==> src/rtl/imem_loader_if.sv <==
// imem_loader_if: host word stream in, instruction-memory write port out
interface imem_loader_if #(
    parameter int IW = 9,
    parameter int AW = 8
) ();
    logic          in_valid;
    logic          in_last;
    logic          in_ready;
    logic [IW-1:0] in_data;
    logic          wr_en;
    logic [AW-1:0] wr_addr;
    logic [IW-1:0] wr_data;
    modport master (output in_valid, in_data, in_last, input in_ready, wr_en, wr_addr, wr_data);
    modport slave  (input in_valid, in_data, in_last, output in_ready, wr_en, wr_addr, wr_data);
endinterface

==> src/rtl/imem_loader.sv <==
// imem_loader: streams host words into instruction memory, appends the end marker, gates core reset
module imem_loader #(
    parameter int            IW       = 9,
    parameter int            AW       = 8,
    parameter int            DEPTH    = 256,
    parameter logic [IW-1:0] END_WORD = 9'h1FF
) (
    input  logic          clk,
    input  logic          reset,
    input  logic          start,
    imem_loader_if.slave  bus,
    output logic          cpu_reset,
    output logic          load_done,
    output logic [AW:0]   word_count,
    output logic          overflow_err
);
    localparam logic [2:0] IDLE  = 3'd0;
    localparam logic [2:0] LOAD  = 3'd1;
    localparam logic [2:0] TERM  = 3'd2;
    localparam logic [2:0] RUN   = 3'd3;
    localparam logic [2:0] ERROR = 3'd4;

    logic [2:0] state;
    logic       accept, last_slot, restart;

    assign bus.in_ready = state == LOAD;
    assign overflow_err = state == ERROR;
    assign accept       = bus.in_valid && bus.in_ready;
    // word_count doubles as the write pointer: both start at 0 and advance together
    assign last_slot    = word_count == (AW+1)'(DEPTH-2);
    assign restart      = start && (state == IDLE || state == RUN || state == ERROR);

    always_ff @(posedge clk) begin
        if (!reset) begin
            state       <= IDLE;
            bus.wr_en   <= 1'b0;
            bus.wr_addr <= '0;
            bus.wr_data <= '0;
            cpu_reset   <= 1'b1;
            load_done   <= 1'b0;
            word_count  <= '0;
        end else begin
            bus.wr_en <= 1'b0;
            // release lags entry to RUN by a cycle so the marker write lands with the core still held
            cpu_reset <= !(state == RUN && !start);
            load_done <= state == RUN && !start;
            if (restart) begin
                state      <= LOAD;
                word_count <= '0;
            end else if (accept) begin
                word_count <= word_count + 1'b1;
                state      <= bus.in_last ? TERM : last_slot ? ERROR : LOAD;
                if (bus.in_last || !last_slot) begin
                    bus.wr_en   <= 1'b1;
                    bus.wr_addr <= word_count[AW-1:0];
                    bus.wr_data <= bus.in_data;
                end
            end else if (state == TERM) begin
                state       <= RUN;
                bus.wr_en   <= 1'b1;
                bus.wr_addr <= word_count[AW-1:0];
                bus.wr_data <= END_WORD;
            end
        end
    end
endmodule

==> src/flat_wrapper.sv <==
// flat-port wrapper written by rule: the top's interface ports become plain ports
module imem_loader_flat 
#(
    parameter int            IW       = 9,
    parameter int            AW       = 8,
    parameter int            DEPTH    = 256,
    parameter logic [IW-1:0] END_WORD = 9'h1FF
)
  (clk, reset, start, cpu_reset, load_done, word_count, overflow_err, bus_in_valid, bus_in_data, bus_in_last, bus_in_ready, bus_wr_en, bus_wr_addr, bus_wr_data);
  imem_loader_if #(.IW(IW), .AW(AW)) bus_i ();
  input  logic clk;
  input  logic reset;
  input  logic start;
  output logic cpu_reset;
  output logic load_done;
  output logic [AW:0] word_count;
  output logic overflow_err;
  input wire logic [$bits(bus_i.in_valid)-1:0] bus_in_valid;
  input wire logic [$bits(bus_i.in_data)-1:0] bus_in_data;
  input wire logic [$bits(bus_i.in_last)-1:0] bus_in_last;
  output wire logic [$bits(bus_i.in_ready)-1:0] bus_in_ready;
  output wire logic [$bits(bus_i.wr_en)-1:0] bus_wr_en;
  output wire logic [$bits(bus_i.wr_addr)-1:0] bus_wr_addr;
  output wire logic [$bits(bus_i.wr_data)-1:0] bus_wr_data;
  assign bus_i.in_valid = bus_in_valid;
  assign bus_i.in_data = bus_in_data;
  assign bus_i.in_last = bus_in_last;
  assign bus_in_ready = bus_i.in_ready;
  assign bus_wr_en = bus_i.wr_en;
  assign bus_wr_addr = bus_i.wr_addr;
  assign bus_wr_data = bus_i.wr_data;
  imem_loader #(.IW(IW), .AW(AW), .DEPTH(DEPTH), .END_WORD(END_WORD)) u_core (.clk(clk), .reset(reset), .start(start), .bus(bus_i), .cpu_reset(cpu_reset), .load_done(load_done), .word_count(word_count), .overflow_err(overflow_err));
endmodule
==> config.mk <==
export PLATFORM = sky130hd
export DESIGN_NAME = imem_loader_flat
export DESIGN_NICKNAME = d
export VERILOG_FILES = /design/src/rtl/imem_loader_if.sv /design/src/rtl/imem_loader.sv /design/src/flat_wrapper.sv
export SDC_FILE = /design/constraint.sdc
export NUM_CORES = 1
export LEC_CHECK = 0
export ABC_AREA = 1
export BUFFER_PORTS_ARGS = -buffer_cell sky130_fd_sc_hd__buf_2
export CELL_PAD_IN_SITES_DETAIL_PLACEMENT = 0
export CELL_PAD_IN_SITES_GLOBAL_PLACEMENT = 1
export CORE_ASPECT_RATIO = 0.5
export CORE_MARGIN = 2
export CORE_UTILIZATION = 33
export CTS_BUF_LIST = sky130_fd_sc_hd__clkbuf_2
export DETAILED_ROUTE_END_ITERATION = 10
export PLACE_DENSITY = 0.86
export SYNTH_ARGS = -nofsm -noshare
export SYNTH_HDL_FRONTEND = slang
export SYNTH_SLANG_ARGS = --single-unit
==> constraint.sdc <==
create_clock -name clk -period 1.43 [get_ports clk]
set_clock_uncertainty 0.1 [all_clocks]
set_input_delay 0.286 -clock clk [delete_from_list [all_inputs] [get_ports clk]]
set_output_delay 0.286 -clock clk [all_outputs]
set_load 0.005 [all_outputs]
==> impl_metrics.prom <==
# TYPE chip_impl_metric gauge
chip_impl_metric{name="dp.cells",unit=""} 347
chip_impl_info{name="status",value="finished, violations left"} 1
chip_impl_metric{name="timing.final.ws_setup",unit="ns"} -0.180
chip_impl_metric{name="finish.cell_count_without_fillers",unit=""} 373
chip_impl_metric{name="place.port_buffers",unit=""} 44
chip_impl_metric{name="clkPwrFrac",unit="%"} 22.0
chip_impl_metric{name="slew_viol_final",unit=""} 0
chip_impl_metric{name="power.combinational.fraction",unit="%"} 27.3
chip_impl_metric{name="clkSlewWorstSetupHoldPaths",unit="ns"} 0.18
chip_impl_metric{name="number_of_nets_in_the_final_layout",unit=""} 322
chip_impl_info{name="worst_hold_path_type",value="in2reg"} 1
chip_impl_metric{name="synth_fp_nets",unit=""} 241
chip_impl_metric{name="grt_use_total",unit="%"} 18.2
chip_impl_info{name="crit_path_class",value="reg2reg"} 1
chip_impl_metric{name="synth.ff_latch_count",unit=""} 32
chip_impl_metric{name="drt-vias-per-instance",unit=""} 4.73
chip_impl_metric{name="setup_total_negative_slack",unit="ns"} -2.82
chip_impl_info{name="reg2reg_from",value="u_core.word_count[0]"} 1
chip_impl_metric{name="post_synth_fa_ha_maj_area_fraction",unit="%"} 1.59
chip_impl_info{name="synth_top_family_by_area",value="simple AND/OR/NAND/NOR gates"} 1
chip_impl_metric{name="synth_cell_type_count",unit=""} 25
chip_impl_metric{name="placement.setup.worst_slack",unit="ns"} -0.131
chip_impl_metric{name="antennaDiodeCount",unit=""} 0
chip_impl_info{name="worstHoldStart",value="bus_in_data[2]"} 1
chip_impl_metric{name="layout_min_cycle_time",unit="ns"} 1.61
chip_impl_info{name="tritoncts",value="built"} 1
chip_impl_metric{name="synth-compound-area-share",unit="%"} 10.1
chip_impl_metric{name="synthesis.area_per_instance",unit="um2"} 6.99
chip_impl_metric{name="worstSkewPairLatency",unit="ns"} 0.39
chip_impl_metric{name="path_max_fanout",unit=""} 5
chip_impl_metric{name="whs",unit="ns"} 0.103
chip_impl_metric{name="clockBufferDepth",unit=""} 2
chip_impl_metric{name="ys_seq_area_share",unit="%"} 40.7
chip_impl_metric{name="route.detailed.wl_per_inst",unit="um"} 13.0
chip_impl_metric{name="fmax",unit="GHz"} 0.621
chip_impl_metric{name="post_synth_and_or_nand_nor_area_fraction",unit="%"} 37.1
chip_impl_metric{name="grt.overflow.total",unit=""} 0
chip_impl_metric{name="synthesis.area",unit="um2"} 1570
chip_impl_metric{name="route.vias.total",unit=""} 1764
chip_impl_metric{name="data_required_time_of_the_worst_path",unit="ns"} 1.63
chip_impl_metric{name="cts.htree.levels",unit=""} 2
chip_impl_metric{name="detailedRoute.firstIterationViolations",unit=""} 71
chip_impl_metric{name="timing_hold_violations_final",unit=""} 0
chip_impl_metric{name="antenna_violations_before_repair",unit=""} 0
chip_impl_info{name="critPathLaunch",value="u_core.word_count[0]"} 1
chip_impl_info{name="cts_root_buffer",value="sky130_fd_sc_hd__clkbuf_2"} 1
chip_impl_metric{name="max_slew.worst_pin.slew",unit="ns"} 0.246
chip_impl_metric{name="final_antenna_net_count",unit=""} 0
chip_impl_metric{name="met2WireLength",unit="um"} 2340
chip_impl_metric{name="routabilityCongestion",unit=""} 0.796
chip_impl_metric{name="muxShareOfSynthArea",unit="%"} 0
chip_impl_info{name="post-synth-top-area-cell",value="sky130_fd_sc_hd__dfxtp_1"} 1
chip_impl_info{name="end_kind",value="register"} 1
chip_impl_metric{name="filler_instances",unit=""} 410
chip_impl_metric{name="met1_length",unit="um"} 2210
chip_impl_info{name="violations",value="setup timing"} 1
chip_impl_info{name="synth.top_cells.by_area",value="sky130_fd_sc_hd__dfxtp_1 41%, sky130_fd_sc_hd__nand2_1 12%, sky130_fd_sc_hd__nor2_1 9.1%, sky130_fd_sc_hd__a21oi_1 8.3%, sky130_fd_sc_hd__nand3_1 6.4%"} 1
chip_impl_metric{name="dp_hpwl",unit="um"} 2710
chip_impl_metric{name="fp.dieH",unit="um"} 52.8
chip_impl_info{name="cp_startpoint_kind",value="register"} 1
chip_impl_metric{name="critical_path_arrival",unit="ns"} 1.81
chip_impl_metric{name="floorplan.die.width",unit="um"} 102
chip_impl_metric{name="ir_drop",unit="V"} 0.000298
chip_impl_metric{name="row_count",unit=""} 17
chip_impl_metric{name="swShare",unit="%"} 32.7
chip_impl_metric{name="syn_inst",unit=""} 225
chip_impl_metric{name="remaining_drc_errors",unit=""} 0
chip_impl_info{name="setup_repair_after_global_routing_missed_its_margin",value="yes"} 1
chip_impl_metric{name="setup-violations-final",unit=""} 22
chip_impl_metric{name="area_growth_syn_to_layout",unit="%"} 60.0
chip_impl_metric{name="vias_in_the_first_global_route",unit=""} 1652
chip_impl_metric{name="p_seq_share",unit="%"} 50.7
chip_impl_metric{name="power.net_switching",unit="uW"} 645
chip_impl_info{name="highest_metal_layer_with_signal_wires",value="met4"} 1
chip_impl_metric{name="post-layout-total-power",unit="mW"} 1.97
chip_impl_metric{name="final_min_period_over_clock_period",unit="%"} 113
chip_impl_metric{name="leakage",unit="nW"} 1.12
chip_impl_metric{name="synth_largest_type_area_fraction",unit="%"} 40.7
chip_impl_metric{name="maximum_number_of_pins_on_one_net_before_global_route_repair",unit=""} 36
chip_impl_metric{name="core_area",unit="um2"} 4490
chip_impl_metric{name="postRouteWirelength",unit="um"} 4860
chip_impl_metric{name="max-cap-violations",unit=""} 0
chip_impl_metric{name="normalized_max_slew_margin",unit="%"} 83.5
chip_impl_metric{name="yosys.area_share.xor_xnor",unit="%"} 0.557
chip_impl_metric{name="drive_above_1_share",unit="%"} 49.8
chip_impl_metric{name="ios",unit=""} 45
chip_impl_metric{name="cts_made_buffers",unit=""} 5
chip_impl_metric{name="int_power",unit="mW"} 1.33
chip_impl_metric{name="die_area",unit="um2"} 5370
chip_impl_metric{name="met3_length",unit="um"} 195
chip_impl_metric{name="tritoncts_num_sinks",unit=""} 32
chip_impl_metric{name="power_density",unit="nW/um2"} 783
chip_impl_metric{name="wire_length_of_the_first_global_routing_pass",unit="um"} 7450
chip_impl_metric{name="floorplan.initialDensity",unit="%"} 35.0
chip_impl_metric{name="yosysWarnings",unit=""} 0
chip_impl_metric{name="drt-pass1-iter-count",unit=""} 4
-- cell usage after synthesis (all sizes together) --
library cell,instances
nand2,56
nor2,40
dfxtp,32
a21oi,27
nand3,26
inv,22
buf,10
o21ai,4
ha,2
nand4,2
nand3b,1
nor3,1
or2,1
xor2,1
-- final cells by class --
class,count,area [um2],area share [%]
Timing Repair Buffer,79,619,24.6
Clock inverter,3,13.8,0.547
Inverter,22,87.6,3.48
Tap cell,66,82.6,3.28
Clock buffer,5,25.0,0.995
Multi-Input combinational cell,166,1030,41.0
Sequential cell,32,657,26.1
-- power by group through the flow --
| stage | clock network, mW | registers, mW | logic (mW) |
|---|---|---|---|
| floorplan | 0 | 1.02 | 0.223 |
| global placement | 0 | 1.02 | 0.382 |
| detailed placement | 0 | 1.02 | 0.389 |
| CTS | 0.443 | 0.997 | 0.472 |
| global route | 0.491 | 1.01 | 0.595 |
| finish | 0.434 | 0.999 | 0.537 |
-- placed cells by master, fill, tap and decap left out, types with 3 or more instances in the layout --
master / instances
sky130_fd_sc_hd__nand2_2: 7
sky130_fd_sc_hd__nor2_2: 3
sky130_fd_sc_hd__dfxtp_1: 21
sky130_fd_sc_hd__buf_12: 5
sky130_fd_sc_hd__a21oi_2: 14
sky130_fd_sc_hd__clkbuf_2: 5
sky130_fd_sc_hd__nor2_1: 35
sky130_fd_sc_hd__nand3_2: 13
sky130_fd_sc_hd__buf_6: 13
sky130_fd_sc_hd__nand3_1: 13
sky130_fd_sc_hd__inv_1: 15
sky130_fd_sc_hd__buf_2: 42
sky130_fd_sc_hd__nand2_8: 6
sky130_fd_sc_hd__a21oi_1: 12
sky130_fd_sc_hd__nand2_1: 48
sky130_fd_sc_hd__dfxtp_2: 10
sky130_fd_sc_hd__buf_4: 17
sky130_fd_sc_hd__inv_2: 6
-- metrics by stage --
step | util [%] | area [um2]
6_report | 56.1 | 2520
4_1_cts | 51.6 | 2320
3_5_place_dp | 44.2 | 1990
2_1_floorplan | - | 1580
5_1_grt | 56.1 | 2520
3_3_place_gp | 44.2 | 1990
-- logic make-up after synthesis --
kind of cell             after synthesis
adder cells (fa/ha/maj)                2
AO/OA/AOI/OAI                         31
XOR/XNOR                               1
AND/OR/NAND/NOR                      127
flip-flops                            32
buffers and inverters                 32
-- worst max-delay path, cell delays in order, from the launching register on --
cell	delay [ns]
sky130_fd_sc_hd__dfxtp_2	0.36
sky130_fd_sc_hd__inv_2	0.07
sky130_fd_sc_hd__ha_4	0.12
sky130_fd_sc_hd__inv_2	0.03
sky130_fd_sc_hd__nor2_2	0.11
sky130_fd_sc_hd__nand2_2	0.08
sky130_fd_sc_hd__nor2_4	0.16
sky130_fd_sc_hd__buf_12	0.19
sky130_fd_sc_hd__nand2_8	0.08
sky130_fd_sc_hd__a21oi_2	0.15
sky130_fd_sc_hd__nor2_1	0.07
-- worst paths after layout --
check / cells after the start / slack, ns / endpoint
setup / recovery: 10 / -0.18 / u_core.bus.wr_addr[6]
hold / removal: 5 / 0.10 / u_core.bus.wr_data[2]
setup reg to reg: 10 / -0.18 / u_core.bus.wr_addr[6]
hold reg to reg: 2 / 0.39 / u_core.bus.wr_data[5]
-- sequential cells by signal, summed over array words and instances (netlist names) --
name,cells
u_core.bus.wr_addr,8
u_core.state,3
u_core.bus.wr_en,1
u_core.word_count,9
u_core.load_done,1
u_core.cpu_reset,1
u_core.bus.wr_data,9
-- metal layers --
| layer | GRT usage [%] | vias to the layer above |
|---|---|---|
| met3 | 5.07 | 14 |
| met2 | 31.5 | 29 |
| met4 | 8.11 | 0 |
| li1 | - | 895 |
| met1 | 21.4 | 826 |
| met5 | 0 | - |
-- what timing repair did --
item,in CTS,in global routing
hold buffers,1,0
gates cloned,5,1
hold endpoints to repair,1,0
endpoints found under the setup margin,22,36
buffers inserted,7,4
resized for setup,32,40
pin swaps,3,12
(Power assumes the default switching activity.)
